File: src/rtl/tap_mac_filter.sv
// Four-tap weighted sum over captured shift-register taps. One shared multiplier
// walks the taps over four cycles; the result is rounded, saturated and strobed out.
module tap_mac_filter #(
  parameter int                       COEF_W = 8,
  parameter logic signed [COEF_W-1:0] C0     = 1,
  parameter logic signed [COEF_W-1:0] C1     = 2,
  parameter logic signed [COEF_W-1:0] C2     = 2,
  parameter logic signed [COEF_W-1:0] C3     = 1,
  parameter int                       SHIFT  = 0,
  parameter int                       OUT_W  = 16
) (
  input  logic             clk,
  input  logic             rst_n,
  input  logic             in_valid,
  input  logic [7:0]       tap0,
  input  logic [7:0]       tap1,
  input  logic [7:0]       tap2,
  input  logic [7:0]       tap3,
  input  logic             clr_ovr,
  output logic             busy,
  output logic             out_valid,
  output logic [OUT_W-1:0] out_data,
  output logic             overrun
);

  localparam int PROD_W = 9 + COEF_W;
  localparam int ACC_W  = PROD_W + 2;
  localparam int RW     = ACC_W + 1;  // one spare bit so the rounding add cannot wrap

  localparam logic signed [RW-1:0] RND    = RW'((64'sd1 <<< SHIFT) >>> 1);
  localparam logic signed [RW-1:0] SAT_HI = RW'((64'sd1 <<< (OUT_W-1)) - 64'sd1);
  localparam logic signed [RW-1:0] SAT_LO = RW'(-(64'sd1 <<< (OUT_W-1)));

  typedef enum logic {IDLE, MAC} state_t;

  state_t                    state_q, state_d;
  logic [1:0]                idx_q;
  logic [3:0][7:0]           tap_q;
  logic signed [ACC_W-1:0]   acc_q, acc_sum;
  logic signed [8:0]         tap_s;
  logic signed [COEF_W-1:0]  coef;
  logic signed [PROD_W-1:0]  prod;
  logic signed [RW-1:0]      rnd, shr;
  logic signed [OUT_W-1:0]   sat;

  always_comb begin
    state_d = state_q;
    case (state_q)
      IDLE:    if (in_valid)     state_d = MAC;
      MAC:     if (idx_q == 2'd3) state_d = IDLE;
      default: state_d = IDLE;
    endcase
  end

  assign busy = (state_q == MAC);

  // Shared multiplier: unsigned tap zero-extended to a positive signed operand
  always_comb begin
    tap_s = $signed({1'b0, tap_q[idx_q]});
    case (idx_q)
      2'd0:    coef = C0;
      2'd1:    coef = C1;
      2'd2:    coef = C2;
      default: coef = C3;
    endcase
    prod    = PROD_W'(tap_s) * PROD_W'(coef);
    acc_sum = acc_q + ACC_W'(prod);
    rnd     = RW'(acc_sum) + RND;
    shr     = rnd >>> SHIFT;
    if (shr > SAT_HI)      sat = SAT_HI[OUT_W-1:0];
    else if (shr < SAT_LO) sat = SAT_LO[OUT_W-1:0];
    else                   sat = shr[OUT_W-1:0];
  end

  always_ff @(posedge clk or negedge rst_n) begin
    if (!rst_n) begin
      state_q   <= IDLE;
      idx_q     <= '0;
      tap_q     <= '0;
      acc_q     <= '0;
      out_valid <= 1'b0;
      out_data  <= '0;
      overrun   <= 1'b0;
    end else begin
      state_q   <= state_d;
      out_valid <= 1'b0;
      case (state_q)
        IDLE: if (in_valid) begin
          tap_q <= {tap3, tap2, tap1, tap0};
          acc_q <= '0;
          idx_q <= '0;
        end
        MAC: begin
          acc_q <= acc_sum;
          idx_q <= idx_q + 2'd1;
          if (idx_q == 2'd3) begin
            out_valid <= 1'b1;
            out_data  <= sat;
          end
        end
        default: ;
      endcase
      // A new overrun beats a simultaneous clear
      if (in_valid && busy) overrun <= 1'b1;
      else if (clr_ovr)     overrun <= 1'b0;
    end
  end

endmodule

File: config.mk
export PLATFORM = sky130hd
export DESIGN_NAME = tap_mac_filter
export DESIGN_NICKNAME = d
export VERILOG_FILES = /design/src/rtl/tap_mac_filter.sv
export SDC_FILE = /design/constraint.sdc
export NUM_CORES = 1
export LEC_CHECK = 0
export ABC_AREA = 0
export CAP_MARGIN = 20
export CORE_MARGIN = 5
export CORE_UTILIZATION = 25
export CTS_CLUSTER_SIZE = 14
export DETAILED_ROUTE_END_ITERATION = 8
export SETUP_SLACK_MARGIN = 0.1
export SYNTH_ARGS = -nofsm -noshare
export SYNTH_HDL_FRONTEND = slang
export SYNTH_SLANG_ARGS = --single-unit
File: constraint.sdc
create_clock -name clk -period 5 [get_ports clk]
set_input_delay 1 -clock clk [delete_from_list [all_inputs] [get_ports clk]]
set_output_delay 1 -clock clk [all_outputs]
set_load 0.01 [all_outputs]
-- Word level (Yosys, flattened, before mapping)
Index checks and enable logic that the tools add are counted.
Widths: inputs -> output; s select.
- register bits: 72
- input port bits: 36
- output and inout port bits: 19
- logic and storage cells: 42
- $add $sub $neg: 2
- $mul: 1
- order comparisons: 3
- equality and inequality tests: 4
- muxes and demuxes: 16
- bitwise operators: 1
- reduce and logical (&&, ||, !) cells: 5
- operators by type and width (operator ; number):
    $pmux 19 s2 ; 1
    $mux 16 ; 2
    $add 19x11->19 ; 1
    $gt 19x16->1 const B ; 1
    $lt 19x16->1 const B ; 1
    $mux 19 ; 1
    $bmux 8 s2 ; 1
    $mul 8x2->10 ; 1
    $mux 8 ; 1
    $mux 1 ; 6
    $eq 2x2->1 const B ; 2
    $mux 2 ; 2
    $pmux 2 s2 ; 1
    $reduce_and 2->1 ; 2
    $lt 2x3->1 const B ; 1
    $add 2x1->2 const B ; 1
    $eq 2x1->1 const B ; 1
    $ne 2x2->1 const B ; 1
    $pmux 1 s2 ; 1
    $reduce_bool 2->1 ; 1
    $reduce_or 2->1 ; 1
    $logic_and 1x1->1 ; 1
    $not 1->1 ; 1

-- Longest topological paths before layout
- depth in word-level cells: 8
- gate-level depth with buffers: 17
- depth with buffers taken out: 15

-- Worst setup path after synthesis
OpenSTA, ideal clock, no wires.
- path kind: reg-to-reg
- start: register idx_q[0]
- end: register out_data[0]
- setup time: 131 ps
- arrival: 3942 ps
- required time: 4869 ps
- slack: 927 ps
- cell stages (with the launch flop): 15
- path buffers: 2
- clock period less this slack: 4073 ps
- cells stage by stage: dfrtp_1 -> buf_2 -> mux4_2 -> and2_1 -> fa_1 -> xor2_1 -> ha_1 -> o211ai_2 -> a21o_1 -> a211oi_2 -> o21ai_1 -> xnor2_4 -> o32ai_4 -> buf_8 -> o22ai_2
- word-level cells in the longest chain between the ends: 8
- elaborated cells between the ends (all ways): 14
- those cells by class: 1 x add/sub; 1 x mul; 2 x order compare; 3 x eq/ne; 5 x mux; 2 x reduce/logical
- ends and longest elaborated chain (item ; RTL line ; text):
    start, declared ; 37 ; logic [1:0] idx_q;
    start signal, assigned ; 95 ; idx_q <= idx_q + 2'd1;
    $eq 2x2->1 or $eq 2x1->1 (tied branches) ; 60 ; case (idx_q)
    $reduce_or 2->1 (no source line) ; -- ;
    $mux 2 ; 60 ;
    $mul 8x2->10 ; 66 ; prod = PROD_W'(tap_s) * PROD_W'(coef);
    $add 19x11->19 ; 67 ; acc_sum = acc_q + ACC_W'(prod);
    $lt 19x16->1 ; 71 ; else if (shr < SAT_LO) sat = SAT_LO[OUT_W-1:0];
    $mux 16 ; 71 ;
    $mux 16 ; 70 ; if (shr > SAT_HI) sat = SAT_HI[OUT_W-1:0];
    end signal, assigned ; 98 ; out_data <= sat;
    end, declared ; 22 ; output logic [OUT_W-1:0] out_data,
Several ways; a longest one is shown, not always the timed one. The select of a mux whose other input is x is not followed.
A chain may end at the register's enable or synchronous reset.

-- Worst setup path after layout
- start: register idx_q[0]
- end: register out_data[1]
Same word-level chain as after synthesis.

==> run metrics <==
status completed; crit path max fanout 15; Gate Count Post-Synth around 370; CTS Sinks 72; CTS root buffer clkbuf_16; hold_buf cts 0; dpl ws between 0.3 and 0.4 ns; HPWL Detailed slightly below 7000 µm; unrepaired setup endpoints after global routing false; # fillers 1648; total power between 4 and 5 mW; Peak VDD IR 0.370 mV; DR vias roughly 2900; initial DRC count 146; count leader, synth dfrtp_1; type of origin of the critical path flop; f_max roughly 0.22 GHz; Final Core Density 32.3%; crit-path cells mux4_2 > and2_1 > fa_1 > xor2_1 > ha_1 > o211ai_2 > a21o_1 > a211oi_2 > o2111ai_1 > xor2_2 > a31oi_4 > o22ai_2; IO Count 55; Worst-Skew Late Latency roughly 0.34 ns; count of pins over their slew limit 0; clock buffer depth 2; Final Cell Area 5160 µm²; class of the worst hold path reg2reg; Final WS setup 0.407 ns; Setup TNS 0 ns; number of routed nets with antenna violations 0; area of the multi-input gates 2170 µm²; Ant. Diodes 0; worst slew pin tran around 0.85 ns; non-filler cells in the finished layout around 640; Async S/R FF share, synth between 90% and 100%; syn_area_per_cell roughly 11 µm²; initial antenna violation count 0; all-layer global routing usage under 10%; TritonCTS Buffers 9; Cell Area, Synth 4110 µm²; IO Port Bufs 54; synth warn 0; vias in the first global route approximately 3000; CP Data Arrival Time 4.79 ns; Leak Pwr 2.08 nW; fin nets around 470; TritonCTS clock tree built; Worst path max stage delay 0.71 ns; vias per std cell 4.60; register area share after synthesis 43.8%; grt ovf 0; CORE AREA 16000 µm²; CP Class reg2reg; synth top area cells dfrtp_1 44%, mux2_2 9.0%, ha_1 4.3%, mux4_2 3.8%, o21ai_0 3.5%; DRT Wirelength between 9000 and 10000 µm; Post-DP Area 4850 µm²; GP Congestion ~0.8; Reg clk slew, reported paths around 0.06 ns; #FFs+latches synth 72; Worst Path Required 5.19 ns; Starting Density roughly a quarter; max-cap violations 0; # DRC 0; Slew Limit Headroom 43.6%; Tmin final roughly 4.6 ns; hold slack 0.504 ns; EDFF count, synth 0; Placed Instances 622; Die X 138 µm; fraction of layout cells with a size suffix above 1 about a fifth; H-tree Lvls 3; synth-to-layout area growth 25.6%; postcts setup bufs 0; CP endpoint kind flop; post-synthesis cell type count between 50 and 60; register area roughly 1800 µm²; Die Area 19100 µm²; syn nets 417; PD cells 832 nW/µm²; first-pass GRT wire length 15200 µm; Period Utilization, post-route between 90% and 100%; site row count 46; wire per inst 14.3 µm; slowest stage cell, crit path dfrtp_1; most used flip-flop cell after synthesis dfrtp_1; Die H 138 µm; # setup viols final 0; largest net degree at the start of global routing 54; area share of the largest cell type after synthesis 43.8%; Worst Skew roughly 0.008 ns; synth cell count leaders 72 x dfrtp_1, 33 x mux2_2, 29 x o21ai_0; Initial DRT Pass Iterations 4; dominant cell type by area after synthesis dfrtp_1; final hold violation count 0
[power breakdown]
part           switching, mW  internal [mW]  leakage [nW]  total, mW
Combinational           1.37           1.24          1.08       2.61
Clock                  0.259          0.406         0.150      0.665
Sequential             0.178          0.840         0.849       1.02
Total                   1.81           2.48          2.08       4.29
[worst max-delay path, delay by kind of cell, from the launching register on]
family                     cells  cell delay (ns)
DFF                            1             0.71
and+or+nand+nor                1             0.21
adders and majority gates      2             0.88
muxes                          1             0.60
AOI/OAI and AO/OA              6             1.62
xor gates and xnor gates       2             0.43
[state kept, by name (all words and copies together) (netlist names)]
name / count
out_data: 16
idx_q: 2
out_valid: 1
busy: 1
overrun: 1
tap_q: 32
acc_q: 19
[placed cells by master (no fill, tap or decap), types with 13 or more instances in the layout]
cell type and count:
a21oi_1 15, clkdlybuf4s50_1 53, dfrtp_1 72, ha_1 13
mux2_2 33, nand2_1 28, nor2_1 27, o21ai_0 28
[what timing repair did]
action | 4_1_cts | 5_1_grt
endpoints found under the setup margin | 0 | 15
endpoints found under the hold margin | 0 | 0
gates resized for setup | 0 | 2
[cell type report]
class                      count  area share (%)
clock buffer                  10            4.63
clock inverter                 6            1.41
inverter                      10           0.727
multi-input combinational    265            42.0
sequential                    72            34.9
tap                          216            5.24
timing repair buffer          59            11.1
[logic make-up after synthesis]
| kind of cell | synth area share [%] |
|---|---|
| buffers and inverters | 3.56 |
| flip-flops | 43.8 |
| AO/OA/AOI/OAI | 17.8 |
| multiplexers | 14.2 |
| XOR/XNOR | 5.30 |
| adder cells (fa/ha/maj) | 5.24 |
| other | 0.0912 |
| AND/OR/NAND/NOR | 9.92 |
[final timing paths]
path                           start          end  slack (ns)  cells past startpoint
max reg2reg                 idx_q[0]  out_data[1]        0.41                     12
min reg2reg                tap_q[31]    tap_q[31]        0.50                      1
min in group asynchronous      rst_n     acc_q[5]        0.61                      1
max in group asynchronous      rst_n    tap_q[20]        3.33                      2
max                         idx_q[0]  out_data[1]        0.41                     12
min                        tap_q[31]    tap_q[31]        0.50                      1
[metal layers]
metal | GRT usage (%) | routed length (µm) | vias to the layer above
met1 | 12.5 | 4180 | 1426
li1 | - | - | 1418
met4 | 4.11 | 129 | 0
met2 | 15.0 | 4300 | 76
met3 | 3.00 | 487 | 13
met5 | 0 | 0 | -
Note: power is estimated with default switching activity, not from simulation.
==> patch: new RTL, same flow settings <==
The parameter `OUT_W` goes from 16 to 14.
--- a/src/rtl/tap_mac_filter.sv
+++ b/src/rtl/tap_mac_filter.sv
@@ -7,7 +7,7 @@
   parameter logic signed [COEF_W-1:0] C2     = 2,
   parameter logic signed [COEF_W-1:0] C3     = 1,
   parameter int                       SHIFT  = 0,
-  parameter int                       OUT_W  = 16
+  parameter int                       OUT_W  = 14
 ) (
   input  logic             clk,
   input  logic             rst_n,
Interface: changed (resized out_data); port bits go from 55 to 53. The function was not compared with the original's and may differ.
==> patch against the unedited design <==
- critical path depth rose by 2
- sequential cell count decreased by 2
- worst setup slack improved by 100 ps
- wire length up 12%
- design area is 0.56% higher
- utilization down 0.74 points
- area after synthesis rose by 1.2%
- critical endpoint is now out_data[7]
- largest cell class unchanged
- highest routed layer unchanged
Power is not shown: default switching activity piles up to over one toggle a cycle in this logic, so the estimate is an artifact.
==> patch: results <==
[outcome]
status = finished clean

[critical_path]
start_kind = flop
cp_max_fo = 13
cp_slowest_cell = o41ai_1
cpPeakStageDelay_ps = 630

[cells_and_area]
final-clk-cell-share_pct = 5.304
seq_share_pct = 33.75
nets = 498
nFillCells = 1710
drive_above_1_share_pct = 17.07
multi_input_gates = 293
buffers = 61
reg_top3 = tap_q: 32 flops, acc_q: 19 flops, out_data: 14 flops
inverters_excl_clock = 11
design.seq.count = 70
buffer_area_share_pct = 11.35
multi_input_area_sq_um = 2257

[detailed_routing]
wire_per_inst_um = 15.15
wirelength_um = 10170
met3_length_um = 628
drt_iter0_drc = 144
routed_via_density = 4.826
wl_met2_um = 4428
m1WireLength_um = 5025

[clock_tree]
cts_root_buf = clkbuf_16
post_cts.repair.setup_buffers = 0
ctsHtreeMaxLevel = 3
cts-buffers-inserted = 9

[place]
dpl.cell_count = 655
gp_congestion = 0.8930
portBuffers = 52
place_ws_ps = 379.0
place_hpwl_um = 7459

[global_route]
grt_first_pass_wirelength_um = 17450
antenna_found_initial = 0
grt_util_met1_pct = 15.59
grt_max_degree = 71
grt_usage_pct = 11.06
met3_usage_pct = 3.034
grt_pass1_vias = 3378
met2_usage_pct = 16.82

[synthesis]
synth_cell_type_count = 62
avgSynthCellArea_sq_um = 10.45
synthTopCellsByArea = dfrtp_1 42%, mux2_2 8.9%, mux4_2 4.3%
synth_nets = 450
synthTopCellsByCount = 70 x dfrtp_1, 33 x mux2_2, 28 x a21oi_1, 28 x nand2_1, 27 x nor2_1
yosysSeqAreaShare_pct = 42.13

[hold_path]
hold_path.class = reg -> reg

[sta]
clock_skew_ps = 7.356
worstMarginPinSlew_ps = 903.4
patch: cell count changes in the layout (fill, tap and decap cells not counted), sizes merged, moves of 3 or more:
| cell | before | now |
|---|---|---|
| xor2 | 10 | 7 |
| a211oi | 2 | 6 |
| nand4b | 1 | 4 |
| o22ai | 18 | 6 |
| and4 | 0 | 3 |
| nand3 | 5 | 9 |
| xnor2 | 11 | 8 |
| buf | 6 | 10 |
| o21ai | 32 | 11 |
| nand4 | 2 | 13 |
| mux2i | 4 | 8 |
| a21oi | 16 | 28 |
| a31oi | 4 | 10 |
patch: final timing paths:
| check | depth (start not counted) | endpoint | slack (ps) | from |
|---|---|---|---|---|
| worst max-delay path | 14 | out_data[7] | 510 | idx_q[0] |
| worst min-delay path | 2 | out_data[13] | 490 | out_data[13] |
| worst max register to register | 14 | out_data[7] | 510 | idx_q[0] |
| worst min register to register | 2 | out_data[13] | 490 | out_data[13] |
| max in group asynchronous | 1 | tap_q[2] | 3620 | rst_n |
| min in group asynchronous | 1 | acc_q[10] | 800 | rst_n |
patch: stage by stage:
stage               area, sq um  utilization, %
global route               5190           31.52
floorplan                  4158               -
global placement           4895           29.73
detailed placement         4906           29.79
CTS                        5181           31.47
finish                     5190           31.52
patch: worst max-delay path, delay by kind of cell, from the launching register on:
family,cells,cell delay [ps]
compound gates,5,1550
xor+xnor,1,140
fa+ha+maj,2,660
buf+inv,1,230
flops,1,480
mux,1,540
simple gates,4,750
patch: logic make-up (layout without fill, tap and decap cells):
family,after synthesis,count (layout),synth area share (%)
compound gates,93,93,15.41
xor+xnor,15,15,3.160
fa+ha+maj,16,16,5.176
buf+inv,35,88,3.852
flops,70,70,42.13
mux,49,49,15.20
other cells,1,1,0.09019
simple gates,119,119,14.99
